`src/rtl/dff_share_arb_pkg.sv`:
```
// Shared encodings for the dff_share_arb capture-stage arbiter.
// Optional statistics counters are enabled with DFF_SHARE_ARB_STATS_EN.
package dff_share_arb_pkg;

  localparam logic [1:0] ST_IDLE = 2'b00;
  localparam logic [1:0] ST_OWN0 = 2'b01;
  localparam logic [1:0] ST_OWN1 = 2'b10;

  localparam logic SRC_D0 = 1'b0;
  localparam logic SRC_D1 = 1'b1;

  localparam int STATS_W = 16;

  // Ownership state that corresponds to a given source
  function automatic logic [1:0] own_state(input logic src);
    logic [1:0] st;
    if (src == SRC_D1) begin
      st = ST_OWN1;
    end else begin
      st = ST_OWN0;
    end
    return st;
  endfunction

endpackage

```
`src/rtl/dff_share_arb_sel.sv`:
```
// Combinational winner, next-state and burst-count logic for dff_share_arb.
module dff_share_arb_sel
  import dff_share_arb_pkg::*;
#(
  parameter int MAX_BURST = 4,
  parameter int CNT_W     = 3
) (
  input  logic [1:0]       state_s,
  input  logic [CNT_W-1:0] cnt_s,
  input  logic             ptr_s,
  input  logic             req0,
  input  logic             req1,
  output logic             cap_s,
  output logic             win_s,
  output logic [1:0]       nxt_state_s,
  output logic [CNT_W-1:0] nxt_cnt_s
);

  localparam logic [CNT_W-1:0] CNT_LAST = CNT_W'(MAX_BURST - 1);

  logic own_s;
  logic own_req_s;
  logic oth_req_s;

  // Decide who captures this edge and where the FSM goes next
  always_comb begin
    cap_s       = 1'b0;
    win_s       = ptr_s;
    nxt_state_s = state_s;
    nxt_cnt_s   = cnt_s;
    own_s       = (state_s == ST_OWN1);
    own_req_s   = own_s ? req1 : req0;
    oth_req_s   = own_s ? req0 : req1;
    case (state_s)
      ST_IDLE: begin
        if (req0 && req1) begin
          cap_s       = 1'b1;
          win_s       = ~ptr_s;
          nxt_state_s = own_state(~ptr_s);
          nxt_cnt_s   = '0;
        end else if (req0) begin
          cap_s       = 1'b1;
          win_s       = SRC_D0;
          nxt_state_s = ST_OWN0;
          nxt_cnt_s   = '0;
        end else if (req1) begin
          cap_s       = 1'b1;
          win_s       = SRC_D1;
          nxt_state_s = ST_OWN1;
          nxt_cnt_s   = '0;
        end else begin
          nxt_state_s = ST_IDLE;
        end
      end
      ST_OWN0, ST_OWN1: begin
        // The owner keeps the stage until its burst budget runs out under contention
        if (own_req_s && (!oth_req_s || (cnt_s < CNT_LAST))) begin
          cap_s = 1'b1;
          win_s = own_s;
          if (cnt_s < CNT_LAST) begin
            nxt_cnt_s = cnt_s + CNT_W'(1);
          end else begin
            nxt_cnt_s = cnt_s;
          end
        end else if (oth_req_s) begin
          cap_s       = 1'b1;
          win_s       = ~own_s;
          nxt_state_s = own_state(~own_s);
          nxt_cnt_s   = '0;
        end else begin
          nxt_state_s = ST_IDLE;
        end
      end
      default: begin
        nxt_state_s = ST_IDLE;
        nxt_cnt_s   = '0;
      end
    endcase
  end

endmodule

```
`src/rtl/dff_share_arb.sv`:
```
// Round-robin, burst-bounded sharing of one registered d0/d1 capture stage.
// Define DFF_SHARE_ARB_STATS_EN to add per-requester grant counters.
module dff_share_arb
  import dff_share_arb_pkg::*;
#(
  parameter int WIDTH     = 8,
  parameter int MAX_BURST = 4,
  parameter int CNT_W     = 3
) (
  input  logic             clk,
  input  logic             rst,
  input  logic             en,
  input  logic             req0,
  input  logic [WIDTH-1:0] d0,
  input  logic             req1,
  input  logic [WIDTH-1:0] d1,
  output logic [WIDTH-1:0] q,
  output logic             q_valid,
  output logic             q_src,
  output logic             gnt0,
  output logic             gnt1
`ifdef DFF_SHARE_ARB_STATS_EN
  ,
  output logic [STATS_W-1:0] cnt_gnt0,
  output logic [STATS_W-1:0] cnt_gnt1
`endif
);

  logic [1:0]       state_r;
  logic [CNT_W-1:0] cnt_r;
  logic             ptr_r;
  logic [WIDTH-1:0] q_r;
  logic             q_valid_r;
  logic             q_src_r;
  logic             gnt0_r;
  logic             gnt1_r;

  logic             cap_s;
  logic             win_s;
  logic [1:0]       nxt_state_s;
  logic [CNT_W-1:0] nxt_cnt_s;
  logic [WIDTH-1:0] cap_data_s;

  dff_share_arb_sel #(
    .MAX_BURST (MAX_BURST),
    .CNT_W     (CNT_W)
  ) u_sel (
    .state_s     (state_r),
    .cnt_s       (cnt_r),
    .ptr_s       (ptr_r),
    .req0        (req0),
    .req1        (req1),
    .cap_s       (cap_s),
    .win_s       (win_s),
    .nxt_state_s (nxt_state_s),
    .nxt_cnt_s   (nxt_cnt_s)
  );

  // Capture mux driven by the internal winner instead of an external sel
  always_comb begin
    case (win_s)
      SRC_D1:  cap_data_s = d1;
      default: cap_data_s = d0;
    endcase
  end

  // Arbiter state and capture registers; pointer starts at 1 so requester 0 wins the first tie
  always_ff @(posedge clk or negedge rst) begin
    if (!rst) begin
      state_r   <= ST_IDLE;
      cnt_r     <= '0;
      ptr_r     <= 1'b1;
      q_r       <= '0;
      q_valid_r <= 1'b0;
      q_src_r   <= SRC_D0;
      gnt0_r    <= 1'b0;
      gnt1_r    <= 1'b0;
    end else if (en) begin
      state_r   <= nxt_state_s;
      cnt_r     <= nxt_cnt_s;
      q_valid_r <= cap_s;
      gnt0_r    <= cap_s && (win_s == SRC_D0);
      gnt1_r    <= cap_s && (win_s == SRC_D1);
      if (cap_s) begin
        q_r     <= cap_data_s;
        q_src_r <= win_s;
        ptr_r   <= win_s;
      end
    end else begin
      q_valid_r <= 1'b0;
      gnt0_r    <= 1'b0;
      gnt1_r    <= 1'b0;
    end
  end

  assign q       = q_r;
  assign q_valid = q_valid_r;
  assign q_src   = q_src_r;
  assign gnt0    = gnt0_r;
  assign gnt1    = gnt1_r;

`ifdef DFF_SHARE_ARB_STATS_EN
  logic [STATS_W-1:0] cnt_gnt0_r;
  logic [STATS_W-1:0] cnt_gnt1_r;

  // Free-running grant counters that wrap at all-ones
  always_ff @(posedge clk or negedge rst) begin
    if (!rst) begin
      cnt_gnt0_r <= '0;
      cnt_gnt1_r <= '0;
    end else if (en && cap_s) begin
      if (win_s == SRC_D1) begin
        cnt_gnt1_r <= cnt_gnt1_r + STATS_W'(1);
      end else begin
        cnt_gnt0_r <= cnt_gnt0_r + STATS_W'(1);
      end
    end
  end

  assign cnt_gnt0 = cnt_gnt0_r;
  assign cnt_gnt1 = cnt_gnt1_r;
`endif

endmodule

```
`config.mk`:
```
export PLATFORM = sky130hd
export DESIGN_NAME = dff_share_arb
export DESIGN_NICKNAME = d
export VERILOG_FILES = /design/src/rtl/dff_share_arb_pkg.sv /design/src/rtl/dff_share_arb_sel.sv /design/src/rtl/dff_share_arb.sv
export SDC_FILE = /design/constraint.sdc
export NUM_CORES = 1
export LEC_CHECK = 0
export ABC_AREA = 1
export CAP_MARGIN = 20
export CORE_UTILIZATION = 42
export DETAILED_ROUTE_END_ITERATION = 10
export PLACE_DENSITY = 0.75
export SKIP_LAST_GASP = 1
export SLEW_MARGIN = 25
export SYNTH_ARGS = -nofsm -noshare
export SYNTH_HDL_FRONTEND = slang
export SYNTH_SLANG_ARGS = --single-unit
```
`constraint.sdc`:
```
create_clock -name clk -period 1.9 [get_ports clk]
set_clock_uncertainty 0.2 [all_clocks]
set_input_delay 0.475 -clock clk [delete_from_list [all_inputs] [get_ports clk]]
set_output_delay 0.475 -clock clk [all_outputs]
set_load 0.01 [all_outputs]
```
==> run summary, run 1 <==
The width of the die is between 50 and 60 um. The total congestion overflow came out at 0. The average cell area after synthesis is roughly 8.4 um2. The final sum of negative setup slack is -0.0212 ns. The worst path uses 101% of the clock period. The maximum number of buffers from clock root to sink is 2. The routed length per instance came out at between 10 and 15 um. The clock drives 18 sinks.

The number of levels in the clock H-tree is 1. Across the run, the number of max-cap violations was 0. The first detailed-routing pass ran for 4 iterations.

In this run, the number of DRC markers left after iteration 0 of detailed routing was 18. The number of top-level pins came out at 33. The critical register-to-register path endpoint is q_src$_DFFE_PN0P_. The clock tree from TritonCTS is built. The proportion of synthesized flip-flops having asynchronous set or reset came out at 100%. The largest fanout on the critical path is 5. The cell sitting at the root of the clock tree is a sky130_fd_sc_hd__clkbuf_4.

The startpoint identified for the worst register-to-register timing path is state_r[1]$_DFFE_PN0P_. The final worst slack came out at -0.0128 ns. The synthesis warning total is 0.

Counting flops and latches in the post-synthesis netlist gives 18. The setup violation total in the final timing report came out at 2. sky130_fd_sc_hd__dfrtp_1 takes more of the synthesized area than any other cell. At the end of the flow, the number of nets in the layout was approximately 210. The initial utilization of the core area, before any placement, comes to about 44%.

Synthesis produced a netlist whose cell count is between 100 and 150. The total power consumption of the routed design came out at between 2000 and 3000 uW. In the post-synthesis netlist, the biggest area contributors are sky130_fd_sc_hd__dfrtp_1, sky130_fd_sc_hd__nand2_1, sky130_fd_sc_hd__nand3_1. The number of antenna-violating nets in the routed design came out at 0. The maximum resistive drop on vdd is roughly 1.1 mV.

The setup path with the least slack is of type flop to flop. The number of global-route vias before repair is between 1,000 and 1,500. For the pin with the worst max-slew slack, the measured transition is 0.356 ns. Clock tree synthesis inserted a total of 3 buffers. The sum of routed wire length over all layers came out at about 3200 um. The global router's overall resource usage is slightly above 20%. Yosys mapped a number of flops with a built-in enable equal to 0. The clock transition time at the flip-flop clock pins of the worst setup and hold paths is 0.11 ns. The routability congestion estimate from global placement came out at roughly 0.85. Detailed placement finished with a half-perimeter wire length of between 1500 and 2000 um.

Setup repair after global routing could not meet its margin everywhere. The count of buffers inserted at the top-level ports came out at 32. Measured along the y axis, the die boundary spans 53.2 um. Once layout is complete, the utilization of the core stands at between 70% and 80%.

After detailed routing, the number of remaining DRC violations is 0. The remaining max-slew budget at the tightest pin came out at 76.2%. The die footprint is roughly 0.0028 mm2. The critical path capture point type is a flop.

The run finished, with violations left. Among all cell types in the netlist, the one instantiated most often is sky130_fd_sc_hd__nand2_1. The sequential cell area fraction in the yosys report is just over 40%.

The most used flip-flop cell after synthesis is sky130_fd_sc_hd__dfrtp_1. The kind of path behind the tightest hold check is input pin to async pin. The checks that failed: setup timing.

The total count of max-transition violations in the final report came out at 0. The clock latency on the worst-skew pair came out at between 0.2 and 0.3 ns. The via count normalized by instance count is ~5.5. The standard-cell row count came out at 18. The time the final worst path needs with I/O delays and setup came out at 1.91 ns.

The maximum operating frequency is ~0.52 GHz. For this design the ratio of total power to cell area is approximately 1600 mW/mm2. The leakage power total came out at ~0.00090 uW. The final count of hold timing violations came out at 0. The area added between synthesis and finish came out at 64.2%.

The wire length of the first global-routing pass is roughly 4300 um. The data required time at the worst endpoint came out at around 1.9 ns. The detailed router placed between 1,000 and 1,500 vias in this run.

The post-synth design cell area came out at about 0.0011 mm2. In the synthesized netlist, the cells that appear most often are sky130_fd_sc_hd__nand2_1, sky130_fd_sc_hd__nand3_1, sky130_fd_sc_hd__dfrtp_1. The number of diodes came out at 0. The synthesized netlist net count is about 160. The pin count of the biggest net entering global routing is 18. Summed over its instances, the top area cell type makes up around 39% of the synthesized netlist area. The number of cell instances on the worst register-to-register path is 12.

The area of the placeable core is approximately 0.0025 mm2. The count of placed standard cells including taps is 200. The critical path data arrival time came out at roughly 1.9 ns. The final cell count without fillers is 215.

STA classifies the critical path startpoint as a flop. Counting distinct cell types in the post-synthesis netlist gives 28. The initial antenna violation count came to 0. Before CTS, the worst setup slack after placement is -0.283 ns. The share of final-layout standard cells stronger than drive strength 1 is 31.4%. The worst setup slack for register-to-register paths is -0.01 ns.
registers in the layout, summed over array words and instances, names as in the netlist:
signal,cells
cnt_r,3
gnt0,1
gnt1,1
ptr_r,1
q,8
q_src,1
q_valid,1
state_r,2
per-layer routing:
metal	wire length (um)	vias to the layer above	global-route usage, %
met1	1310	568	26.4
met2	1690	60	36.7
li1	-	551	-
met4	23	0	3.95
met5	0	-	0
met3	200	6	2.59
cell families after synthesis:
logic type	after synthesis	synth area share [%]
buffers and inverters	20	9.08
adder cells (fa/ha/maj)	4	4.54
AND/OR/NAND/NOR	78	38.5
flip-flops	18	41.0
AO/OA/AOI/OAI	11	6.92
critical path, cell delays in order (launching register included):
cell                      delay [ns]
sky130_fd_sc_hd__dfrtp_1        0.42
sky130_fd_sc_hd__buf_6          0.13
sky130_fd_sc_hd__ha_4           0.17
sky130_fd_sc_hd__inv_4          0.06
sky130_fd_sc_hd__nand2_4        0.06
sky130_fd_sc_hd__nand2_4        0.09
sky130_fd_sc_hd__nand2_4        0.06
sky130_fd_sc_hd__nand4_1        0.17
sky130_fd_sc_hd__nand3_4        0.17
sky130_fd_sc_hd__nand2_8        0.15
sky130_fd_sc_hd__inv_6          0.04
sky130_fd_sc_hd__nand2_4        0.06
sky130_fd_sc_hd__nand2_2        0.04
stage by stage:
stage                     hold slack (ns)  instance area, um2
after floorplan                   -0.0206                1100
after global placement              0.275                1510
after detailed placement            0.290                1510
after CTS                           0.258                1610
after global routing                0.267                1810
final                               0.247                1810
worst max-delay path by stage:
stage                            from           endpoint  slack, ns  depth (start not counted)
2_1_floorplan  state_r[1]$_DFFE_PN0P_   q[0]$_DFFE_PN0P_       0.13                         10
3_3_place_gp                     req1  q_src$_DFFE_PN0P_      -0.22                         10
3_5_place_dp                     req0  q_src$_DFFE_PN0P_      -0.28                          8
4_1_cts                          req1   q[7]$_DFFE_PN0P_      0.007                         10
5_1_grt        state_r[1]$_DFFE_PN0P_   q[0]$_DFFE_PN0P_      -0.11                         11
6_report       state_r[1]$_DFFE_PN0P_  q_src$_DFFE_PN0P_      -0.01                         12
final cells by class:
| cell class | instances | area [um2] |
|---|---|---|
| Timing Repair Buffer | 50 | 531 |
| Sequential cell | 18 | 452 |
| Fill cell | 170 | 667 |
| Inverter | 18 | 77.6 |
| Multi-Input combinational cell | 95 | 677 |
| Tap cell | 30 | 37.5 |
| Clock buffer | 4 | 36.3 |
placed cells by master (no fill, tap or decap), types with 4 or more instances in the layout:
| master | netlist | layout |
|---|---|---|
| sky130_fd_sc_hd__nand3_1 | 20 | 14 |
| sky130_fd_sc_hd__inv_1 | 14 | 12 |
| sky130_fd_sc_hd__dfrtp_1 | 17 | 17 |
| sky130_fd_sc_hd__nand2_2 | 6 | 6 |
| sky130_fd_sc_hd__nand2_4 | 2 | 6 |
| sky130_fd_sc_hd__buf_4 | 1 | 13 |
| sky130_fd_sc_hd__nand3_2 | 1 | 6 |
| sky130_fd_sc_hd__nand2_1 | 30 | 27 |
| sky130_fd_sc_hd__dlymetal6s2s_1 | 0 | 5 |
| sky130_fd_sc_hd__clkdlybuf4s50_1 | 0 | 26 |
| sky130_fd_sc_hd__nor2_1 | 4 | 4 |
| sky130_fd_sc_hd__nand4_1 | 9 | 9 |
power by group:
part / internal [uW] / switching [uW]
logic: 922 / 1020
clock network: 117 / 119
registers: 551 / 102
total: 1590 / 1240
what timing repair did:
item	4_1_cts	5_1_grt
resized for setup	6	25
pin swaps	2	6
buffers inserted	2	5
hold buffers	0	0
gates cloned	2	2
setup endpoints to repair	10	21
Power figures use the tool's default switching activity.
==> inputs of run 2 (changes only) <==
Settings changed: ABC_CLOCK_PERIOD_IN_PS set to 1900, CTS_CLUSTER_DIAMETER set to 30.
==> results of run 2 <==
The final DEF is identical to that of run 1; final timing and power are the same.
